### src/rtl/acc_pkg.sv
// Shared definitions for the accumulator processor controller:
// opcodes, 4-bit FSM state codes and Asel mux codes.
package acc_pkg;

    localparam int unsigned OP_W    = 3;
    localparam int unsigned STATE_W = 4;
    localparam int unsigned ASEL_W  = 2;

    typedef enum logic [OP_W-1:0] {
        OP_LOAD  = 3'b000,
        OP_STORE = 3'b001,
        OP_ADD   = 3'b010,
        OP_SUB   = 3'b011,
        OP_IN    = 3'b100,
        OP_JZ    = 3'b101,
        OP_JPOS  = 3'b110,
        OP_HALT  = 3'b111
    } opcode_t;

    typedef enum logic [STATE_W-1:0] {
        S_START  = 4'd0,
        S_FETCH  = 4'd1,
        S_DECODE = 4'd2,
        S_LOAD   = 4'd3,
        S_STORE  = 4'd4,
        S_ADD    = 4'd5,
        S_SUB    = 4'd6,
        S_INPUT  = 4'd7,
        S_JZ     = 4'd8,
        S_JPOS   = 4'd9,
        S_HALT   = 4'd10
    } state_t;

    localparam logic [ASEL_W-1:0] ASEL_ALU = 2'b00;
    localparam logic [ASEL_W-1:0] ASEL_IN  = 2'b01;
    localparam logic [ASEL_W-1:0] ASEL_MEM = 2'b10;

    // Execute state reached from DECODE for a given opcode.
    function automatic state_t exec_state(input opcode_t op);
        state_t s;
        case (op)
            OP_LOAD:  s = S_LOAD;
            OP_STORE: s = S_STORE;
            OP_ADD:   s = S_ADD;
            OP_SUB:   s = S_SUB;
            OP_IN:    s = S_INPUT;
            OP_JZ:    s = S_JZ;
            OP_JPOS:  s = S_JPOS;
            default:  s = S_HALT;
        endcase
        return s;
    endfunction

endpackage

### src/rtl/acc_decoder.sv
// Moore output decode: maps the controller state (plus the IN handshake
// strobe) onto memory address/strobe and Aregister datapath controls.
module acc_decoder
    import acc_pkg::*;
#(
    parameter int unsigned AW = 5
) (
    input  logic [STATE_W-1:0] state,
    input  logic [AW-1:0]      pc,
    input  logic [AW-1:0]      operand,
    input  logic               enter,
    output logic [AW-1:0]      mem_addr,
    output logic               mem_we,
    output logic [ASEL_W-1:0]  asel,
    output logic               aload,
    output logic               sub,
    output logic               outen,
    output logic               halt
);

    always_comb begin
        mem_addr = '0;
        mem_we   = 1'b0;
        asel     = ASEL_ALU;
        aload    = 1'b0;
        sub      = 1'b0;
        outen    = 1'b0;
        halt     = 1'b0;
        case (state_t'(state))
            S_FETCH:         mem_addr = pc;
            S_DECODE,
            S_JZ,
            S_JPOS:          mem_addr = operand;
            S_LOAD: begin
                mem_addr = operand;
                asel     = ASEL_MEM;
                aload    = 1'b1;
            end
            S_STORE: begin
                mem_addr = operand;
                mem_we   = 1'b1;
            end
            S_ADD: begin
                mem_addr = operand;
                aload    = 1'b1;
            end
            S_SUB: begin
                mem_addr = operand;
                sub      = 1'b1;
                aload    = 1'b1;
            end
            // The operator sees A on Output while the new value is keyed in.
            S_INPUT: begin
                asel  = ASEL_IN;
                outen = 1'b1;
                aload = enter;
            end
            S_HALT: begin
                outen = 1'b1;
                halt  = 1'b1;
            end
            default: ;
        endcase
    end

endmodule

### src/rtl/acc_controller.sv
// Control unit of the 8-bit accumulator processor: fetch/decode/execute FSM,
// PC and IR. Optional single-step gating of FETCH under ACC_CTRL_STEP_EN.
module acc_controller
    import acc_pkg::*;
#(
    parameter int unsigned AW = 5,
    parameter int unsigned DW = 8
) (
    input  logic              clk,
    input  logic              reset,
    input  logic              enter,
    input  logic              step,
    input  logic [DW-1:0]     mem_rdata,
    input  logic              Aeq0,
    input  logic              Apos,
    output logic [AW-1:0]     mem_addr,
    output logic              mem_we,
    output logic [ASEL_W-1:0] Asel,
    output logic              Aload,
    output logic              Sub,
    output logic              Outen,
    output logic              halt,
    output logic [AW-1:0]     pc
);

    state_t        state;
    state_t        state_next;
    logic [DW-1:0] ir;
    logic [AW-1:0] operand;
    opcode_t       opcode;
    logic          fetch_go;

    assign operand = ir[AW-1:0];
    assign opcode  = opcode_t'(ir[DW-1 -: OP_W]);

`ifdef ACC_CTRL_STEP_EN
    assign fetch_go = step;
`else
    logic unused_step;
    assign unused_step = step;
    assign fetch_go    = 1'b1;
`endif

    always_ff @(posedge clk) begin
        if (reset) begin
            state <= S_START;
        end else begin
            state <= state_next;
        end
    end

    always_comb begin
        state_next = state;
        case (state)
            S_START:  state_next = S_FETCH;
            S_FETCH:  if (fetch_go) state_next = S_DECODE;
            S_DECODE: state_next = exec_state(opcode);
            S_LOAD,
            S_STORE,
            S_ADD,
            S_SUB,
            S_JZ,
            S_JPOS:   state_next = S_FETCH;
            S_INPUT:  if (enter) state_next = S_FETCH;
            S_HALT:   state_next = S_HALT;
            default:  state_next = S_START;
        endcase
    end

    // PC/IR: fetch advances PC (wrapping silently); jumps overwrite it.
    always_ff @(posedge clk) begin
        if (reset) begin
            pc <= '0;
            ir <= '0;
        end else begin
            case (state)
                S_FETCH: begin
                    if (fetch_go) begin
                        ir <= mem_rdata;
                        pc <= pc + AW'(1);
                    end
                end
                S_JZ:    if (Aeq0) pc <= operand;
                S_JPOS:  if (Apos) pc <= operand;
                default: ;
            endcase
        end
    end

    acc_decoder #(
        .AW(AW)
    ) u_decoder (
        .state    (state),
        .pc       (pc),
        .operand  (operand),
        .enter    (enter),
        .mem_addr (mem_addr),
        .mem_we   (mem_we),
        .asel     (Asel),
        .aload    (Aload),
        .sub      (Sub),
        .outen    (Outen),
        .halt     (halt)
    );

endmodule

### config.mk
export PLATFORM = sky130hd
export DESIGN_NAME = acc_controller
export DESIGN_NICKNAME = d
export VERILOG_FILES = /design/src/rtl/acc_pkg.sv /design/src/rtl/acc_decoder.sv /design/src/rtl/acc_controller.sv
export SDC_FILE = /design/constraint.sdc
export NUM_CORES = 1
export LEC_CHECK = 0
export CAP_MARGIN = 20
export CORE_ASPECT_RATIO = 0.8
export CORE_MARGIN = 1.5
export CORE_UTILIZATION = 45
export DETAILED_ROUTE_END_ITERATION = 10
export GPL_ROUTABILITY_DRIVEN = 1
export PLACE_DENSITY = 0.8
export SKIP_LAST_GASP = 1
export SLEW_MARGIN = 25
export SYNTH_ARGS = -nofsm -noshare
export SYNTH_HDL_FRONTEND = slang
export SYNTH_SLANG_ARGS = --single-unit
export TNS_END_PERCENT = 20
### constraint.sdc
create_clock -name clk -period 1.52 [get_ports clk]
set_input_delay 0.152 -clock clk [delete_from_list [all_inputs] [get_ports clk]]
set_output_delay 0.152 -clock clk [all_outputs]
set_load 0.01 [all_outputs]
==> results of run 1 <==
## worst min-delay path, stage by stage
cell	delay, ps
clkdlybuf4s50_1	390
nand2_1	50
a21oi_1	50
## repair_timing
item / 4_1_cts / 5_1_grt
setup buffers: 1 / 1
pin swaps: 0 / 1
resized for setup: 45 / 6
hold endpoints to repair: 0 / 0
setup endpoints to repair: 26 / 27
hold buffers: 0 / 0
## final timing paths
kind / from / endpoint / slack (ps) / cells past startpoint
worst min-delay path: mem_rdata[4] / ir[4] / 390 / 3
worst min register to register: ir[2] / ir[2] / 490 / 2
worst max-delay path: state[1] / mem_addr[2] / -150 / 4
worst max register to register: state[2] / state[2] / -120 / 4
## kinds of logic (layout without fill, tap and decap cells)
logic type      after synthesis  in the layout  share of synthesized area (%)
mux                           3              3                           2.96
flops                        17             17                           33.6
simple gates                 52             52                           30.2
compound gates               36             36                           24.8
buf+inv                      14             58                           6.30
xor+xnor                      1              1                          0.864
fa+ha+maj                     1              1                           1.23
## registers in the layout, indices dropped and copies added (netlist names)
name / cells
state: 4
pc: 5
ir: 8
## through the flow
step                setup slack (ps)  util [%]  hold WS (ps)  power (mW)  std cells
floorplan                        111         -           288       0.681        124
detailed placement              -268      66.8           474       0.839        187
finish                          -145      69.9           391        1.10        193
global route                    -201      69.9           376        1.17        193
global placement                -222      66.8           462       0.825        187
CTS                             -150      68.4           384        1.09        192
## area by class of cell
class / count / area [um2]
clock buffers: 3 / 22.5
clock inverters: 1 / 7.51
repair buffers: 50 / 423
fillers: 191 / 644
inverters: 4 / 15.0
multi-input cells: 93 / 651
well taps: 25 / 31.3
flip-flops and latches: 17 / 345
## power groups by stage
stage          clock, mW  sequential, mW  combinational, mW
3_3_place_gp           0           0.529              0.296
4_1_cts            0.256           0.522              0.312
2_1_floorplan          0           0.518              0.163
5_1_grt            0.280           0.531              0.362
6_report           0.249           0.524              0.332
3_5_place_dp           0           0.531              0.308
## placed cells by master (no fill, tap or decap), drive strengths merged, types with 4 or more instances in the layout
cell type / netlist / routed
nand2: 19 / 19
a31oi: 4 / 4
inv: 4 / 4
a22o: 5 / 5
nor2: 4 / 4
buf: 5 / 28
clkdlybuf4s50: 0 / 17
dfxtp: 17 / 17
a21oi: 14 / 14
## per-layer routing
metal  track usage, %  routed length, um  up-vias
met5                0                  0        -
met1             28.3               1140      524
met4             7.14                 34        0
met3             4.83                205        4
li1                 -                  -      553
met2             41.4               1310       47
==> flow_summary_export.csv, run 1 <==
group,metric,value,unit
status,outcome,"complete, but fails checks",
status,violations,"setup timing",
placed_design,placed_area,1430,um2
timing,setup_tns,-2290,ps
yosys,synth_top_area_cell,"dfxtp_1",
cells_and_area,fin_area,1500,um2
timing,slew_headroom,73.8,%
grt,grt_max_degree,18,
cts,cts-buffers-inserted,3,
die,start_util,47.4,%
timing,fmax,600,MHz
power_and_ir_drop,p_leak,0.636,nW
timing,hold_viol_final,0,
timing,period_share,110,%
timing,setup_violations,25,
routing,via_count,1128,
yosys,synth_cell_types,40,
setup_path,setup.worst_path.class,"register to output pin",
die,die-area,2550,um2
timing,fin_skew,7.91,ps
die,die_h,45.4,um
routing,avgRoutedWirePerCell,14.0,um
yosys,async_flop_share,0,%
yosys,seq_area_frac_synth,33.6,%
routing,totalWireLength,2690,um
setup_path,endpoint_kind,"output pin",
power_and_ir_drop,powerDensity,739,nW/um2
yosys,synth_edf_count,0,
yosys,synth_area_leaders,"dfxtp_1 (34%), nand2_1 (7.0%), a21oi_1 (6.9%)",
die,io-pin-count,31,
setup_path,cp_data_arrival_time,1510,ps
min_path,holdCritPathClass,"primary input to register",
yosys,synth.most_common_cell,"nand2_1",
routing,drc,0,
yosys,synthFlopType,"dfxtp_1",
grt,track_usage,23.0,%
setup_path,slowest_stage,"dfxtp_2",
setup_path,path_cells,"or2_4, o221a_4, a22o_1, buf_2",
timing,rsz0062_at_grt,"true",
placed_design,routabilityCongestion,0.773,
die,die_width,56.1,um
power_and_ir_drop,p_sw,0.341,mW
routing,ant_nets,0,
grt,grt_pass1_vias,1003,
die,core_area,2140,um2
cts,cts-root-buf,"clkbuf_4",
routing,drt_iter0_markers,46,
setup_path,critPathLaunchType,"register",
grt,grt_pass1_wl,4530,um
placed_design,hpwl,2090,um
setup_path,critPathBufInv,1,
power_and_ir_drop,swShare,30.9,%
grt,grt.overflow.total,0,
yosys,syn_area,1010,um2
routing,vias_per_cell,5.84,
flow_run,maxCapViolCount,0,
power_and_ir_drop,pwr-share-clk,22.5,%
cells_and_area,areaGrowthSynthToFinish,47.5,%
placed_design,portBuffers,29,
cells_and_area,antenna_cells,0,
yosys,yosys_warnings,0,
setup_path,required,1370,ps
yosys,syn_nets,139,
setup_path,cp_max_fo,5,
cts,clock_sinks,17,
cts,insertion_delay,300,ps
yosys,synth_commonest_cells,"nand2_1 (19), dfxtp_1 (17), a21oi_1 (14), a22o_1 (5), clkbuf_1 (5)",
setup_path,max_stage_delay,350,ps
cts,clk_pin_slew,110,ps
yosys,syn_inst,124,
timing,max_slew.worst_pin.slew,391,ps
timing,worst_slack,-145,ps
power_and_ir_drop,sequentialPowerShare,47.5,%
timing,drv_slew,0,
power_and_ir_drop,ir_drop,0.645,mV
power_and_ir_drop,p_int,0.764,mW
grt,antenna_found_initial,0,
timing,fin_crit,1670,ps
yosys,ys_ff_latch,17,
yosys,synth_top_area_share,33.6,%
power_and_ir_drop,p_comb_share,30.0,%
cts,cts_tree,"yes",
yosys,avgSynthCellArea,8.17,um2
setup_path,crit_family,"compound AO/OA/AOI/OAI gates",
routing,drtPass1Iterations,4,
die,rows,15,
cells_and_area,final_layout_size_suffix_gt1_share,27.4,%
cells_and_area,nets,184,
cts,clockBufferDepth,2,
cts,h-tree-depth,1,
Note: power is estimated with default switching activity, not from simulation.
==> run 2: changes to the inputs <==
--- a/config.mk
+++ b/config.mk
@@ -8,10 +8,10 @@
 export CAP_MARGIN = 20
 export CORE_ASPECT_RATIO = 0.8
 export CORE_MARGIN = 1.5
-export CORE_UTILIZATION = 45
+export CORE_UTILIZATION = 46
 export DETAILED_ROUTE_END_ITERATION = 10
 export GPL_ROUTABILITY_DRIVEN = 1
-export PLACE_DENSITY = 0.8
+export PLACE_DENSITY = 0.82
 export SKIP_LAST_GASP = 1
 export SLEW_MARGIN = 25
 export SYNTH_ARGS = -nofsm -noshare
==> run 2 against run 1 <==
  * The flow still finishes with violations (setup timing)
  * Design area is 0.75% higher
  * Via count is 7.8% higher
  * Largest cell class unchanged
  * Worst hold slack worse by 10 ps
  * First-iteration DRC count stayed put
  * Critical path type unchanged
==> flow_summary_export.csv, run 2 (same netlist as run 1, synthesis figures left out) <==
group,metric,value,unit
routing,vias_per_cell,6.30,
die,die_width,55.5,um
die,core_area,1980,um2
cells_and_area,fin_area,1510,um2
routing,drt_iter0_markers,46,
setup_path,r2r-start,"state[2]",
cells_and_area,final_layout_size_suffix_gt1_share,29.0,%
setup_path,r2r_cells,4,
die,die_h,45.0,um
routing,drtPass1Iterations,4,
die,start_util,51.2,%
grt,grt_pass1_wl,5000,um
routing,via_count,1216,
power_and_ir_drop,ir_drop,0.728,mV
cts,clockBufferDepth,2,
setup_path,cp_max_fo,9,
timing,hold_viol_final,0,
cells_and_area,areaGrowthSynthToFinish,48.6,%
cells_and_area,top_regs,"ir (8), pc (5), state (4)",
timing,slew_headroom,74.6,%
grt,grt_pass1_vias,1102,
cells_and_area,fin_util,76.1,%
cells_and_area,final_common_cell,"buf_4",
routing,ant_nets,0,
timing,fin_crit,1690,ps
grt,grt.overflow.total,0,
setup_path,crit_path_end,"Outen",
timing,fin_skew,2.46,ps
cells_and_area,layout_common_cells,"buf_4 (19), nand2_1 (18), clkdlybuf4s50_1 (17)",
grt,grt_max_degree,18,
placed_design,hpwl,2250,um
flow_run,maxCapViolCount,0,
placed_design,placed_area,1440,um2
routing,avgRoutedWirePerCell,16.2,um
setup_path,critPathLaunch,"state[2]",
setup_path,r2r_end,"state[2]",
die,die-area,2500,um2
timing,setup_tns,-1690,ps
cts,clk_pin_slew,110,ps
cts,cts_tree,"yes",
cells_and_area,nets,185,
cts,h-tree-depth,1,
routing,totalWireLength,3120,um
timing,rsz0062_at_grt,"true",
grt,antenna_found_initial,0,
cts,cts-root-buf,"clkbuf_4",
placed_design,portBuffers,29,
cells_and_area,multiInputGateArea,657,um2
setup_path,reg2reg_slack,-150,ps
cts,cts-buffers-inserted,3,
placed_design,routabilityCongestion,0.841,
cts,clock_sinks,17,
timing,drv_slew,0,
cells_and_area,antenna_cells,0,
cells_and_area,nFillCells,159,
die,io-pin-count,31,
cts,cts_hold_buffers,0,
status,outcome,"complete, but fails checks",
cts,insertion_delay,310,ps
timing,worst_slack,-173,ps
timing,setup_violations,19,
die,rows,14,
setup_path,endpoint_kind,"output pin",
timing,fmax,591,MHz
grt,track_usage,26.0,%
setup_path,cp_data_arrival_time,1540,ps
status,violations,"setup timing",
setup_path,setup.worst_path.class,"register to output pin",
timing,period_share,111,%
cells_and_area,seqCellArea,353,um2
setup_path,critPathLaunchType,"register",
power_and_ir_drop,p_leak,0.637,nW
timing,max_slew.worst_pin.slew,378,ps
cells_and_area,largest_reg_flops,8,
routing,drc,0,
min_path,holdCritPathClass,"primary input to register",
setup_path,required,1370,ps
power_and_ir_drop,powerDensity,746,nW/um2
cells_and_area,regMostFlops,"ir",
-- run 2: cell types whose count changed in the layout (fill, tap and decap cells not counted), sizes merged --
cell / change
buf: +1
clkbuf: +1
clkdlybuf4s15: -2
dlygate4sd2: +1
-- run 2: power breakdown --
part / leakage, nW / switching, mW / total (mW) / internal, mW
sequential: 0.141 / 0.0448 / 0.521 / 0.476
clock: 0.0139 / 0.165 / 0.266 / 0.101
combinational: 0.482 / 0.157 / 0.337 / 0.179
total: 0.637 / 0.368 / 1.12 / 0.756
-- run 2: stage by stage --
stage               total power [mW]  cells  setup WS, ps  hold slack, ps
floorplan                      0.681    124           111             288
global placement               0.827    187          -210             464
detailed placement             0.846    187          -236             470
CTS                             1.10    191          -175             389
global route                    1.18    193          -237             380
finish                          1.12    193          -173             381
-- run 2: final cells by class --
| cell class | instances | share of cell area (%) |
|---|---|---|
| Clock buffer | 3 | 1.50 |
| Clock inverter | 1 | 0.498 |
| Inverter | 4 | 0.997 |
| Multi-Input combinational cell | 93 | 43.6 |
| Sequential cell | 17 | 23.4 |
| Tap cell | 24 | 1.99 |
| Timing Repair Buffer | 51 | 28.0 |
-- run 2: critical path: stages (launching register included) --
cell and delay, ps:
dfxtp_4 390, buf_4 190, nor3b_2 70, and2_1 160
or2_2 300, buf_6 130
-- run 2: worst min path at each step --
| stage | start | end | depth (start not counted) |
|---|---|---|---|
| 2_1_floorplan | mem_rdata[1] | ir[1] | 2 |
| 3_3_place_gp | ir[7] | ir[7] | 2 |
| 3_5_place_dp | ir[7] | ir[7] | 2 |
| 4_1_cts | mem_rdata[4] | ir[4] | 3 |
| 5_1_grt | mem_rdata[1] | ir[1] | 3 |
| 6_report | mem_rdata[4] | ir[4] | 3 |
-- run 2: repair_timing --
item | CTS | global route
pin swaps | 2 | 8
cloned | 0 | 0
setup endpoints to repair | 28 | 31
setup buffers | 0 | 2
gates resized for setup | 40 | 15
-- run 2: metal layers --
| layer | track usage, % | vias to the layer above | wire length (um) |
|---|---|---|---|
| met4 | 10.7 | 0 | 91 |
| met2 | 43.6 | 70 | 1490 |
| met3 | 6.30 | 16 | 274 |
| met1 | 32.9 | 574 | 1270 |
| li1 | - | 556 | - |
| met5 | 0 | - | 0 |
